<file path="src/rtl/core2axi_arbiter.sv">
// core2axi_arbiter: two-master round-robin arbiter in front of the single
// core-side port of the AXI bridge. Grant and response paths are purely
// combinational; only the arbitration state and an in-order FIFO of master
// IDs (one entry per granted-but-unanswered transaction) are registered.
//
// Ports:
//   clk_i, rst_ni                     clock, synchronous active-low reset
//   m{0,1}_req_i / _gnt_o / _rvalid_o master handshake
//   m{0,1}_addr_i/_we_i/_be_i/_wdata_i master payload
//   m{0,1}_rdata_o                    read data (copy of data_rdata_i)
//   data_req_o / data_gnt_i           downstream request handshake
//   data_addr_o/_we_o/_be_o/_wdata_o  muxed payload of the selected master
//   data_rvalid_i / data_rdata_i      downstream response
//   err_o                             sticky: response with nothing outstanding
module core2axi_arbiter #(
  parameter int unsigned ADDR_WIDTH  = 32,
  parameter int unsigned DATA_WIDTH  = 32,
  parameter int unsigned BE_WIDTH    = 4,
  parameter int unsigned OUTSTANDING = 2
) (
  input  logic                  clk_i,
  input  logic                  rst_ni,
  input  logic                  m0_req_i,
  output logic                  m0_gnt_o,
  output logic                  m0_rvalid_o,
  input  logic [ADDR_WIDTH-1:0] m0_addr_i,
  input  logic                  m0_we_i,
  input  logic [BE_WIDTH-1:0]   m0_be_i,
  input  logic [DATA_WIDTH-1:0] m0_wdata_i,
  output logic [DATA_WIDTH-1:0] m0_rdata_o,
  input  logic                  m1_req_i,
  output logic                  m1_gnt_o,
  output logic                  m1_rvalid_o,
  input  logic [ADDR_WIDTH-1:0] m1_addr_i,
  input  logic                  m1_we_i,
  input  logic [BE_WIDTH-1:0]   m1_be_i,
  input  logic [DATA_WIDTH-1:0] m1_wdata_i,
  output logic [DATA_WIDTH-1:0] m1_rdata_o,
  output logic                  data_req_o,
  input  logic                  data_gnt_i,
  input  logic                  data_rvalid_i,
  output logic [ADDR_WIDTH-1:0] data_addr_o,
  output logic                  data_we_o,
  output logic [BE_WIDTH-1:0]   data_be_o,
  output logic [DATA_WIDTH-1:0] data_wdata_o,
  input  logic [DATA_WIDTH-1:0] data_rdata_i,
  output logic                  err_o
);

  localparam int unsigned PTR_W = (OUTSTANDING > 1) ? $clog2(OUTSTANDING) : 1;
  localparam int unsigned CNT_W = $clog2(OUTSTANDING + 1);

  typedef enum logic {ARB, HOLD} state_t;

  state_t                 state_q, state_d;
  logic                   sel_q, sel_d;
  logic                   prio_q, prio_d;
  logic [OUTSTANDING-1:0] id_q;
  logic [PTR_W-1:0]       wr_ptr_q, rd_ptr_q;
  logic [CNT_W-1:0]       count_q;
  logic                   err_q;

  logic full, winner, cur, cur_req, req, push, pop, head, mux_m1;

  function automatic logic [PTR_W-1:0] ptr_inc(input logic [PTR_W-1:0] p);
    return (p == PTR_W'(OUTSTANDING - 1)) ? '0 : p + 1'b1;
  endfunction

  // State register
  always_ff @(posedge clk_i) begin
    if (!rst_ni) begin
      state_q <= ARB;
      sel_q   <= 1'b0;
      prio_q  <= 1'b0;
    end else begin
      state_q <= state_d;
      sel_q   <= sel_d;
      prio_q  <= prio_d;
    end
  end

  // Next-state logic
  always_comb begin
    state_d = state_q;
    sel_d   = sel_q;
    prio_d  = prio_q;
    unique case (state_q)
      ARB: begin
        if (req) begin
          if (data_gnt_i) begin
            prio_d = ~winner;
          end else begin
            sel_d   = winner;
            state_d = HOLD;
          end
        end
      end
      HOLD: begin
        // A locked master dropping its request is illegal; fall back to ARB
        // so the arbiter cannot stay wedged on a vanished request.
        if (!cur_req) begin
          state_d = ARB;
        end else if (req && data_gnt_i) begin
          prio_d  = ~sel_q;
          state_d = ARB;
        end
      end
      default: state_d = ARB;
    endcase
  end

  // Output / datapath logic
  always_comb begin
    full    = (count_q == CNT_W'(OUTSTANDING));
    winner  = (m0_req_i && m1_req_i) ? prio_q : m1_req_i;
    cur     = (state_q == HOLD) ? sel_q : winner;
    cur_req = cur ? m1_req_i : m0_req_i;
    req     = rst_ni && cur_req && !full;
    push    = req && data_gnt_i;
    pop     = rst_ni && data_rvalid_i && (count_q != '0);
    head    = id_q[rd_ptr_q];
    // Idle payload defaults to master 0.
    mux_m1  = req && cur;

    data_req_o   = req;
    data_addr_o  = mux_m1 ? m1_addr_i  : m0_addr_i;
    data_we_o    = mux_m1 ? m1_we_i    : m0_we_i;
    data_be_o    = mux_m1 ? m1_be_i    : m0_be_i;
    data_wdata_o = mux_m1 ? m1_wdata_i : m0_wdata_i;

    m0_gnt_o    = push && !cur;
    m1_gnt_o    = push && cur;
    m0_rvalid_o = pop && !head;
    m1_rvalid_o = pop && head;
    m0_rdata_o  = data_rdata_i;
    m1_rdata_o  = data_rdata_i;
    err_o       = err_q;
  end

  // ID FIFO storage (contents are don't-care while empty, so no reset)
  always_ff @(posedge clk_i) begin
    if (push) begin
      id_q[wr_ptr_q] <= cur;
    end
  end

  // ID FIFO pointers, occupancy and sticky error
  always_ff @(posedge clk_i) begin
    if (!rst_ni) begin
      wr_ptr_q <= '0;
      rd_ptr_q <= '0;
      count_q  <= '0;
      err_q    <= 1'b0;
    end else begin
      if (push) wr_ptr_q <= ptr_inc(wr_ptr_q);
      if (pop)  rd_ptr_q <= ptr_inc(rd_ptr_q);
      if (push && !pop)      count_q <= count_q + 1'b1;
      else if (pop && !push) count_q <= count_q - 1'b1;
      if (data_rvalid_i && (count_q == '0)) err_q <= 1'b1;
    end
  end

  // A master locked in HOLD must keep requesting until granted.
  always_ff @(posedge clk_i) begin
    if (rst_ni && (state_q == HOLD)) begin
      assert (cur_req);
    end
  end

endmodule

</file>
<file path="config.mk">
export PLATFORM = sky130hd
export DESIGN_NAME = core2axi_arbiter
export DESIGN_NICKNAME = d
export VERILOG_FILES = /design/src/rtl/core2axi_arbiter.sv
export SDC_FILE = /design/constraint.sdc
export NUM_CORES = 1
export LEC_CHECK = 0
export BUFFER_PORTS_ARGS = -buffer_cell sky130_fd_sc_hd__buf_2
export CAP_MARGIN = 20
export CORE_AREA = 2 2 122 124
export DETAILED_ROUTE_END_ITERATION = 7
export DIE_AREA = 0 0 124 126
export MAX_ROUTING_LAYER = met4
export PLACE_DENSITY = 0.42
export SLEW_MARGIN = 20
export SYNTH_ARGS = -nofsm -noshare
export SYNTH_HDL_FRONTEND = slang
export SYNTH_SLANG_ARGS = --single-unit
</file>
<file path="constraint.sdc">
create_clock -name clk_i -period 2.58 [get_ports clk_i]
set_input_delay 0.258 -clock clk_i [delete_from_list [all_inputs] [get_ports clk_i]]
set_output_delay 0.258 -clock clk_i [all_outputs]
set_load 0.01 [all_outputs]
</file>
Word-level counts from Yosys, hierarchy flattened
Cells that the tools add are included.
{"block": "totals", "register_bits": 10, "in_bits": 176, "output_inout_bits": 139, "wordCells": 75}
{"block": "op_classes", "add_sub_neg": 4, "magnitude_cmp": 3, "n_eq_ne": 5, "muxes": 26, "bitwise_logic": 4, "n_reduce_logical": 25}
{"op": "32-bit 2-to-1 mux", "n": 2}
{"op": "1-bit 2-to-1 mux", "n": 17}
{"op": "1-bit logical AND", "n": 15}
{"op": "1-bit logical NOT", "n": 5}
{"op": "1-bit by 2-bit less-than comparator with 1-bit output, second input constant", "n": 2}
{"op": "2-bit 2-to-1 mux", "n": 2}
{"op": "4-bit 2-to-1 mux", "n": 1}
{"op": "2-bit by 1-bit inequality test with 1-bit output, second input constant", "n": 2}
{"op": "2-bit inequality test, second input constant", "n": 2}
{"op": "1-bit inverter", "n": 4}
{"op": "1-bit one-hot mux with 2 select lines", "n": 2}
{"op": "4-bit AND reduction", "n": 1}
{"op": "2-bit nonzero test", "n": 2}
{"op": "3-bit AND reduction", "n": 1}
{"op": "1-bit adder, second input constant", "n": 2}
{"op": "2-bit by 1-bit adder with 2-bit output, second input constant", "n": 1}
{"op": "2-bit bitwise mux", "n": 1}
{"op": "2-bit == test, second input constant", "n": 1}
{"op": "2-bit logical NOT", "n": 1}
{"op": "2-bit by 1-bit subtractor with 2-bit output, second input constant", "n": 1}
{"op": "1-bit demux with 1-bit select", "n": 1}
{"op": "1-bit greater-or-equal comparator, second input constant", "n": 1}

Longest topological paths before layout
Gate-level depths: netlist of the first run.
{"block": "depth", "ltp_word": 11, "ltp_mapped": 7, "ltp_nobuf": 7}

Worst setup path after synthesis of the first run
No wires, ideal clock.
{"block": "synth_timing", "path_type": "register to register", "from": "register state_q", "to": "register count_q[1]", "setup_ps": 76, "arrival_time_ps": 1739, "required_ps": 2504, "slack_ps": 766, "stages_incl_launch_ff": 7, "path_buffers": 0, "period_less_slack_ps": 1814, "path_cell_list": "dfxtp_1 -> a21boi_0 -> o2bb2ai_1 -> nor2_1 -> ha_1 -> or3_1 -> a21boi_0"}
{"block": "synth_via", "elab_chain_cells": 8, "elab_cells_between_ends": 10, "classes_between": "mux (3); reduce/logical (7)"}
{"element": "start, declared", "line_no": "55", "source": "state_t state_q, state_d;"}
{"element": "start signal, assigned", "line_no": "76", "source": "state_q <= state_d;"}
{"element": "1-bit 2-to-1 mux *", "line_no": "116", "source": "cur = (state_q == HOLD) ? sel_q : winner;"}
{"element": "1-bit 2-to-1 mux *", "line_no": "117", "source": "cur_req = cur ? m1_req_i : m0_req_i;"}
{"element": "1-bit logical AND * (2 in series)", "line_no": "118", "source": "req = rst_ni && cur_req && !full;"}
{"element": "1-bit logical AND *", "line_no": "119", "source": "push = req && data_gnt_i;"}
{"element": "via push", "line_no": "63", "source": "logic full, winner, cur, cur_req, req, push, pop, head, mux_m1;"}
{"element": "1-bit logical NOT", "line_no": "158", "source": "else if (pop && !push) count_q <= count_q - 1'b1;"}
{"element": "1-bit logical AND", "line_no": "158"}
{"element": "2-bit nonzero test (no line)"}
{"element": "end signal, assigned", "line_no": "157", "source": "if (push && !pop) count_q <= count_q + 1'b1;"}
{"element": "end signal, assigned", "line_no": "158"}
{"element": "end, declared", "line_no": "60", "source": "logic [CNT_W-1:0] count_q;"}
The timed path passes the listed nets; every way through them passes the cells marked *.
A chain may end at the register's enable or synchronous reset.

Final worst setup path of the first run
{"block": "layout_timing", "from": "register count_q[0]", "to": "output data_wdata_o[1]"}
{"block": "layout_via", "elab_chain_cells": 5}
{"element": "2-bit == test", "line_no": "114", "source": "full = (count_q == CNT_W'(OUTSTANDING));"}
{"element": "1-bit logical NOT", "line_no": "118"}
{"element": "1-bit logical AND", "line_no": "118"}
{"element": "1-bit logical AND", "line_no": "123", "source": "mux_m1 = req && cur;"}
{"element": "32-bit 2-to-1 mux", "line_no": "129", "source": "data_wdata_o = mux_m1 ? m1_wdata_i : m0_wdata_i;"}
{"element": "end, declared", "line_no": "45", "source": "output logic [DATA_WIDTH-1:0] data_wdata_o,"}
No other way between the ends.

==> results of run 1 <==
synthesized netlist by cell type:
cell type / number / area [sq um]
buf_4: 69 / 518
mux2_2: 60 / 676
mux2_1: 10 / 113
dfxtp_1: 8 / 160
nor2_1: 8 / 30.0
and2_1: 3 / 18.8
nand2_1: 3 / 11.3
nor2b_1: 3 / 18.8
a21boi_0: 2 / 15.0
buf_6: 2 / 22.5
edfxtp_1: 2 / 60.1
nand2b_1: 2 / 12.5
nor3_1: 2 / 10.0
o211ai_1: 2 / 15.0
o21ai_0: 2 / 10.0
xnor2_1: 2 / 17.5
a21oi_1: 1 / 5.00
clkbuf_1: 1 / 3.75
ha_1: 1 / 12.5
inv_1: 1 / 3.75
mux2i_1: 1 / 10.0
nand2_2: 1 / 6.26
nand2b_2: 1 / 8.76
nand3_1: 1 / 5.00
nor2_4: 1 / 11.3
o2111ai_1: 1 / 8.76
o211ai_2: 1 / 12.5
o21bai_1: 1 / 7.51
o221a_2: 1 / 11.3
o2bb2ai_1: 1 / 8.76
or3_1: 1 / 6.26
xor2_1: 1 / 8.76
worst min-delay path: stages:
cell and delay, ps:
buf_2 90, a21oi_1 60, nor2b_1 90
how the worst max path moves through the flow:
stage | start | endpoint | slack [ps] | cells after the start
5_1_grt | count_q[0]$_SDFFE_PN0P_ | data_wdata_o[1] | 270 | 6
6_report | count_q[0]$_SDFFE_PN0P_ | data_wdata_o[1] | 420 | 6
3_3_place_gp | state_q$_SDFF_PN0_ | count_q[1]$_SDFFE_PN0P_ | 640 | 6
3_5_place_dp | state_q$_SDFF_PN0_ | count_q[1]$_SDFFE_PN0P_ | 560 | 6
4_1_cts | count_q[0]$_SDFFE_PN0P_ | data_wdata_o[1] | 390 | 6
2_1_floorplan | state_q$_SDFF_PN0_ | count_q[1]$_SDFFE_PN0P_ | 770 | 6
report_power, final:
group	internal [mW]	switching (mW)	total, mW
registers	0.179	0.0171	0.196
logic	0.281	0.227	0.508
clock network	0.206	0.0665	0.273
total	0.666	0.311	0.977
cell type report:
type | instances | area, sq um | area share [%]
clock buffers | 4 | 78.8 | 2.90
repair buffers | 220 | 1120 | 41.1
inverters | 1 | 3.75 | 0.138
multi-input cells | 113 | 1070 | 39.3
well taps | 184 | 230 | 8.46
flip-flops and latches | 10 | 220 | 8.09
layer usage:
| metal | GRT usage (%) | vias to the layer above | share of wire [%] |
|---|---|---|---|
| li1 | - | 920 | - |
| met1 | 9.42 | 829 | 37 |
| met2 | 14.6 | 148 | 50 |
| met3 | 2.17 | 22 | 11 |
| met4 | 2.51 | 0 | 2.5 |
| met5 | - | - | 0 |
flip-flops by register name, indices dropped and copies added (netlist names):
register and flops:
state_q 1, wr_ptr_q 1, id_q 2, count_q 2, sel_q 1, prio_q 1, err_o 1, rd_ptr_q 1
logic make-up after synthesis:
kind of cell	synth area share, %
flip-flops	12.0
AND/OR/NAND/NOR	7.56
XOR/XNOR	1.43
multiplexers	43.4
adder cells (fa/ha/maj)	0.681
buffers and inverters	29.8
AO/OA/AOI/OAI	5.10
through the flow:
stage               hold slack, ps  setup slack, ps
floorplan                      421              766
global placement               472              641
detailed placement             463              557
CTS                            311              390
global route                   351              274
finish                         303              418
cell usage in the layout (no fill, tap or decap), drive strengths merged, types with 3 or more instances in the layout:
cell    count
clkbuf      4
and2        3
o211ai      3
nor2b       3
nand2b      3
nand2       4
buf       220
mux2       70
nor2        9
dfxtp       8
==> impl_metrics.toml, run 1 <==
[min_path]
hold_depth = 3
hold_path_startpoint = "data_rvalid_i"
hp-class = "input pin to flop"
whs_endpoint = "err_o$_SDFFE_PN0P_"

[setup_path]
crit_chain = "nand2b_2, nand2_2, nor2_4, buf_4, mux2_2, buf_2"
start_kind = "flop"
timing.rr.start = "state_q$_SDFF_PN0_"
worstReg2RegEnd = "count_q[1]$_SDFFE_PN0P_"
reg2reg_depth = 6
crit_path_max_fanout = 21
worst-path-buf-inv = 2
path_class = "flop to primary output"
required_ps = 2320
rrSetupSlack_ps = 550
critPathCaptureType = "primary output"
slowest_stage = "dfxtp_1"
crit_arrival_ps = 1900
max_stage_delay_ps = 400
path_delay_family = "buffers and inverters"

[cts]
postCtsHoldBufs = 0
cts_buffers = 3
cts_resized = 0
clockRootBuffer = "clkbuf_16"
h-tree-depth = 1
worstSkewPairLatency_ps = 230
cts_tree = "done"
cts.clk_slew.worst_paths_ps = 40
cts_buffer_depth = 2
cts_num_sinks = 10
cts_setup_buffers = 0

[floorplan]
core_area_sq_um = 14300
pin_count = 315
initial_utilization_pct = 12.8
die_x_um = 124
rows = 44
dieArea_sq_um = 15600
fp.dieH_um = 126

[finish]
fillers = 1631
fin_nets = 526
area_delta_synth_final_pct = 48.1
final_cell_area_sq_um = 2720
num_antenna_cells = 0
finalNonFillerCells = 532
post-route-util_pct = 19.0
layout-drive-gt1-share_pct = 82.8

[placement]
port_buffers = 218
gp_congestion = 0.743
post-place-cells = 528
placed_area_sq_um = 2640
dp_hpwl_um = 6420

[routing]
antenna_left = 0
drc = 0
vias = 1919
via_per_inst = 3.61
firstDrtPassIters = 4
first_iter_violations = 28
wl_per_cell_um = 13.4
wl_um = 7140

[timing]
tns_ps = 0
rsz0062_at_grt = "false"
layout_min_cycle_time_ps = 2160
hold_violations = 0
setup_viol = 0
drv_slew = 0
relSlewSlack_pct = 68.5
tightest_slew_ps = 470
fmax_ghz = 0.463
fin_crit_sh_pct = 83.8
finalClockSkew_ps = 2.29

[global_routing]
antenna_found_initial = 1
overflow = 0
grt_pass1_wl_um = 9720
grt_pass1_vias = 1851
grt_max_degree = 49
grt_usage_pct = 8.42

[flow_run]
max_cap_viol_count = 0

[logic_synthesis]
ys_seq_area_share_pct = 12.0
ys_types = 32
yosysWarnings = 0
synth.avg_cell_area_sq_um = 9.38
synth_fp_nets = 373
ys_ff_latch = 10
syn_inst = 196
syn_area_sq_um = 1840

[pwr]
p_leak_nw = 1.35
total_power_mw = 0.977
irDropWorstVdd_mv = 0.208
power.density_nw_per_um2 = 359

[status]
outcome = "finished clean"
(Power assumes the default switching activity.)
==> run 2: changes to the inputs <==
--- a/config.mk
+++ b/config.mk
@@ -5,13 +5,14 @@
 export SDC_FILE = /design/constraint.sdc
 export NUM_CORES = 1
 export LEC_CHECK = 0
+export ABC_AREA = 1
 export BUFFER_PORTS_ARGS = -buffer_cell sky130_fd_sc_hd__buf_2
 export CAP_MARGIN = 20
 export CORE_AREA = 2 2 122 124
 export DETAILED_ROUTE_END_ITERATION = 7
 export DIE_AREA = 0 0 124 126
 export MAX_ROUTING_LAYER = met4
-export PLACE_DENSITY = 0.42
+export PLACE_DENSITY = 0.46
 export SLEW_MARGIN = 20
 export SYNTH_ARGS = -nofsm -noshare
 export SYNTH_HDL_FRONTEND = slang
==> constraint.sdc (replaced) <==
create_clock -name clk_i -period 1.8 [get_ports clk_i]
set_input_delay 0.18 -clock clk_i [delete_from_list [all_inputs] [get_ports clk_i]]
set_output_delay 0.18 -clock clk_i [all_outputs]
set_load 0.01 [all_outputs]
==> run 2 against run 1 <==
Hold slack lost 110 ps. Global-route usage grew 0.46 points. Via count grew 43%. Highest routed layer unchanged.
==> impl_metrics.toml, run 2 <==
[finish]
fin_nets = 715
area_delta_synth_final_pct = 74.7
finalNonFillerCells = 721
final_cell_area_sq_um = 3800
final_cell_mix = "buf_2 (211), inv_1 (81), o21ai_2 (54)"
reg_top3 = "count_q x2, id_q x2"
num_antenna_cells = 0
fillers = 1613
layout-drive-gt1-share_pct = 67.4
final_common_cell = "buf_2"

[pwr]
p_leak_nw = 2.27
irDropWorstVdd_mv = 0.220
power.density_nw_per_um2 = 424

[timing]
layout_min_cycle_time_ps = 1790
hold_violations = 0
tns_ps = 0
relSlewSlack_pct = 85.5
rsz0062_at_grt = "true"
postLayoutSetupSlackWorst_ps = 14.2
setup_viol = 0
whs_ps = 189
drv_slew = 0
fmax_ghz = 0.560
fin_crit_sh_pct = 99.2
finalClockSkew_ps = 1.36
tightest_slew_ps = 215

[cts]
h-tree-depth = 1
cts_tree = "done"
cts_num_sinks = 10
worstSkewPairLatency_ps = 240
cts_buffers = 3
cts.clk_slew.worst_paths_ps = 40
clockRootBuffer = "clkbuf_16"
cts_buffer_depth = 2

[routing]
wl_met3_um = 791
m1WireLength_um = 3350
via_per_inst = 3.80
vias = 2739
first_iter_violations = 41
met2_wirelength_um = 4560
antenna_left = 0
firstDrtPassIters = 4
wl_per_cell_um = 12.2
top_layer = "met4"
wl_um = 8820
drc = 0

[placement]
gp_congestion = 0.791
placed_area_sq_um = 3000
post-place-cells = 695
dp_hpwl_um = 5970
pre_cts_slack_ps = 116
port_buffers = 218

[logic_synthesis]
ys.flop_type = "dfxtp_1"
synth_fp_nets = 540
ys_ff_latch = 10
ys_seq_area_share_pct = 10.1
syn_area_sq_um = 2170
yosys-top-cells-count = "inv_1 (84), nand2_1 (83), buf_4 (64)"
synth_top_area_share_pct = 22.1
yosys-top-cells-area = "buf_4 (22%), o21ai_2 (16%), inv_1 (15%)"
synth.avg_cell_area_sq_um = 5.99
synth.most_common_cell = "inv_1"
yosysTopAreaCell = "buf_4"
yosysWarnings = 0
synth-async-reset-ratio_pct = 0
synth-edff-count = 2
syn_inst = 363
ys_types = 21

[setup_path]
slowest_stage = "dfxtp_2"
reg2reg_depth = 11
path_class = "flop to primary output"
critical_path_cell_count = 9
crit_path_max_fanout = 9
max_stage_delay_ps = 310
path_delay_family = "buffers and inverters"
crit_chain = "inv_2, nand2_2, nand3_2, nand2_2, nand3_4, buf_12, clkbuf_16, o21ai_4, buf_6"
crit_arrival_ps = 1610
required_ps = 1620
critPathCaptureType = "primary output"
worst-path-buf-inv = 4
start_kind = "flop"
cp_common_cell = "nand2_2"

[global_routing]
antenna_found_initial = 0
overflow = 0
grt_usage_pct = 8.88
grt_pass1_vias = 2379
grt_pass1_wl_um = 10900
grt_max_degree = 36

[status]
outcome = "finished clean"

[floorplan]
pin_count = 315
initial_utilization_pct = 15.2
rows = 44
fp.dieH_um = 126
die_x_um = 124
core_area_sq_um = 14300
dieArea_sq_um = 15600

[flow_run]
max_cap_viol_count = 0

[min_path]
hold_depth = 3
hp-class = "input pin to flop"
-- run 2: stage by stage --
step | total power [mW] | util, %
2_1_floorplan | 0.780 | -
3_3_place_gp | 0.968 | 21.0
3_5_place_dp | 0.965 | 21.0
4_1_cts | 1.49 | 23.0
5_1_grt | 1.72 | 26.5
6_report | 1.61 | 26.5
-- run 2: path summary, 6_finish.rpt --
kind / startpoint / endpoint / slack, ps
setup / recovery: prio_q$_SDFFE_PN0P_ / data_addr_o[0] / 10
hold / removal: data_rvalid_i / err_o$_SDFFE_PN0P_ / 190
setup reg to reg: count_q[0]$_SDFFE_PN0P_ / count_q[1]$_SDFFE_PN0P_ / 80
hold reg to reg: err_o$_SDFFE_PN0P_ / err_o$_SDFFE_PN0P_ / 460
-- run 2: cells by family (layout without fill, tap and decap cells) --
group | count (synthesis) | count (layout) | share of synthesized area (%)
simple gates | 106 | 106 | 19.6
xor+xnor | 1 | 1 | 0.403
flops | 10 | 10 | 10.1
fa+ha+maj | 1 | 1 | 0.576
buf+inv | 164 | 338 | 43.2
compound gates | 81 | 81 | 26.1
-- run 2: worst register-to-register path, delay by kind of cell (launching register included) --
| kind | cells | cell delay [ps] |
|---|---|---|
| buffers and inverters | 4 | 360 |
| AO/OA/AOI/OAI | 5 | 530 |
| flip-flops | 1 | 320 |
| AND/OR/NAND/NOR | 1 | 130 |
| adder cells (fa/ha/maj) | 1 | 260 |
-- run 2: repair_timing --
action,in CTS,in global routing
gates resized for setup,16,90
hold buffers,0,0
setup buffers,7,3
setup endpoints to repair,45,73
pin swaps,3,2
gates cloned,3,9
-- run 2: power breakdown --
| part | switching [mW] | internal [mW] | leakage (nW) | total (mW) |
|---|---|---|---|---|
| sequential | 0.0150 | 0.253 | 0.0858 | 0.268 |
| clock | 0.113 | 0.335 | 0.0442 | 0.448 |
| combinational | 0.447 | 0.448 | 2.14 | 0.895 |
-- run 2: layer usage --
metal,track usage [%],up-vias
met5,-,-
met4,2.51,0
met3,1.63,20
met2,15.6,161
met1,10.2,1171
li1,-,1387
-- run 2: cell type report --
class / count / area (sq um) / area share, %
tap: 184 / 230 / 6.06
timing repair buffer: 249 / 1650 / 43.5
sequential: 10 / 225 / 5.93
multi-input combinational: 189 / 1280 / 33.7
clock buffer: 4 / 88.8 / 2.34
inverter: 85 / 319 / 8.40
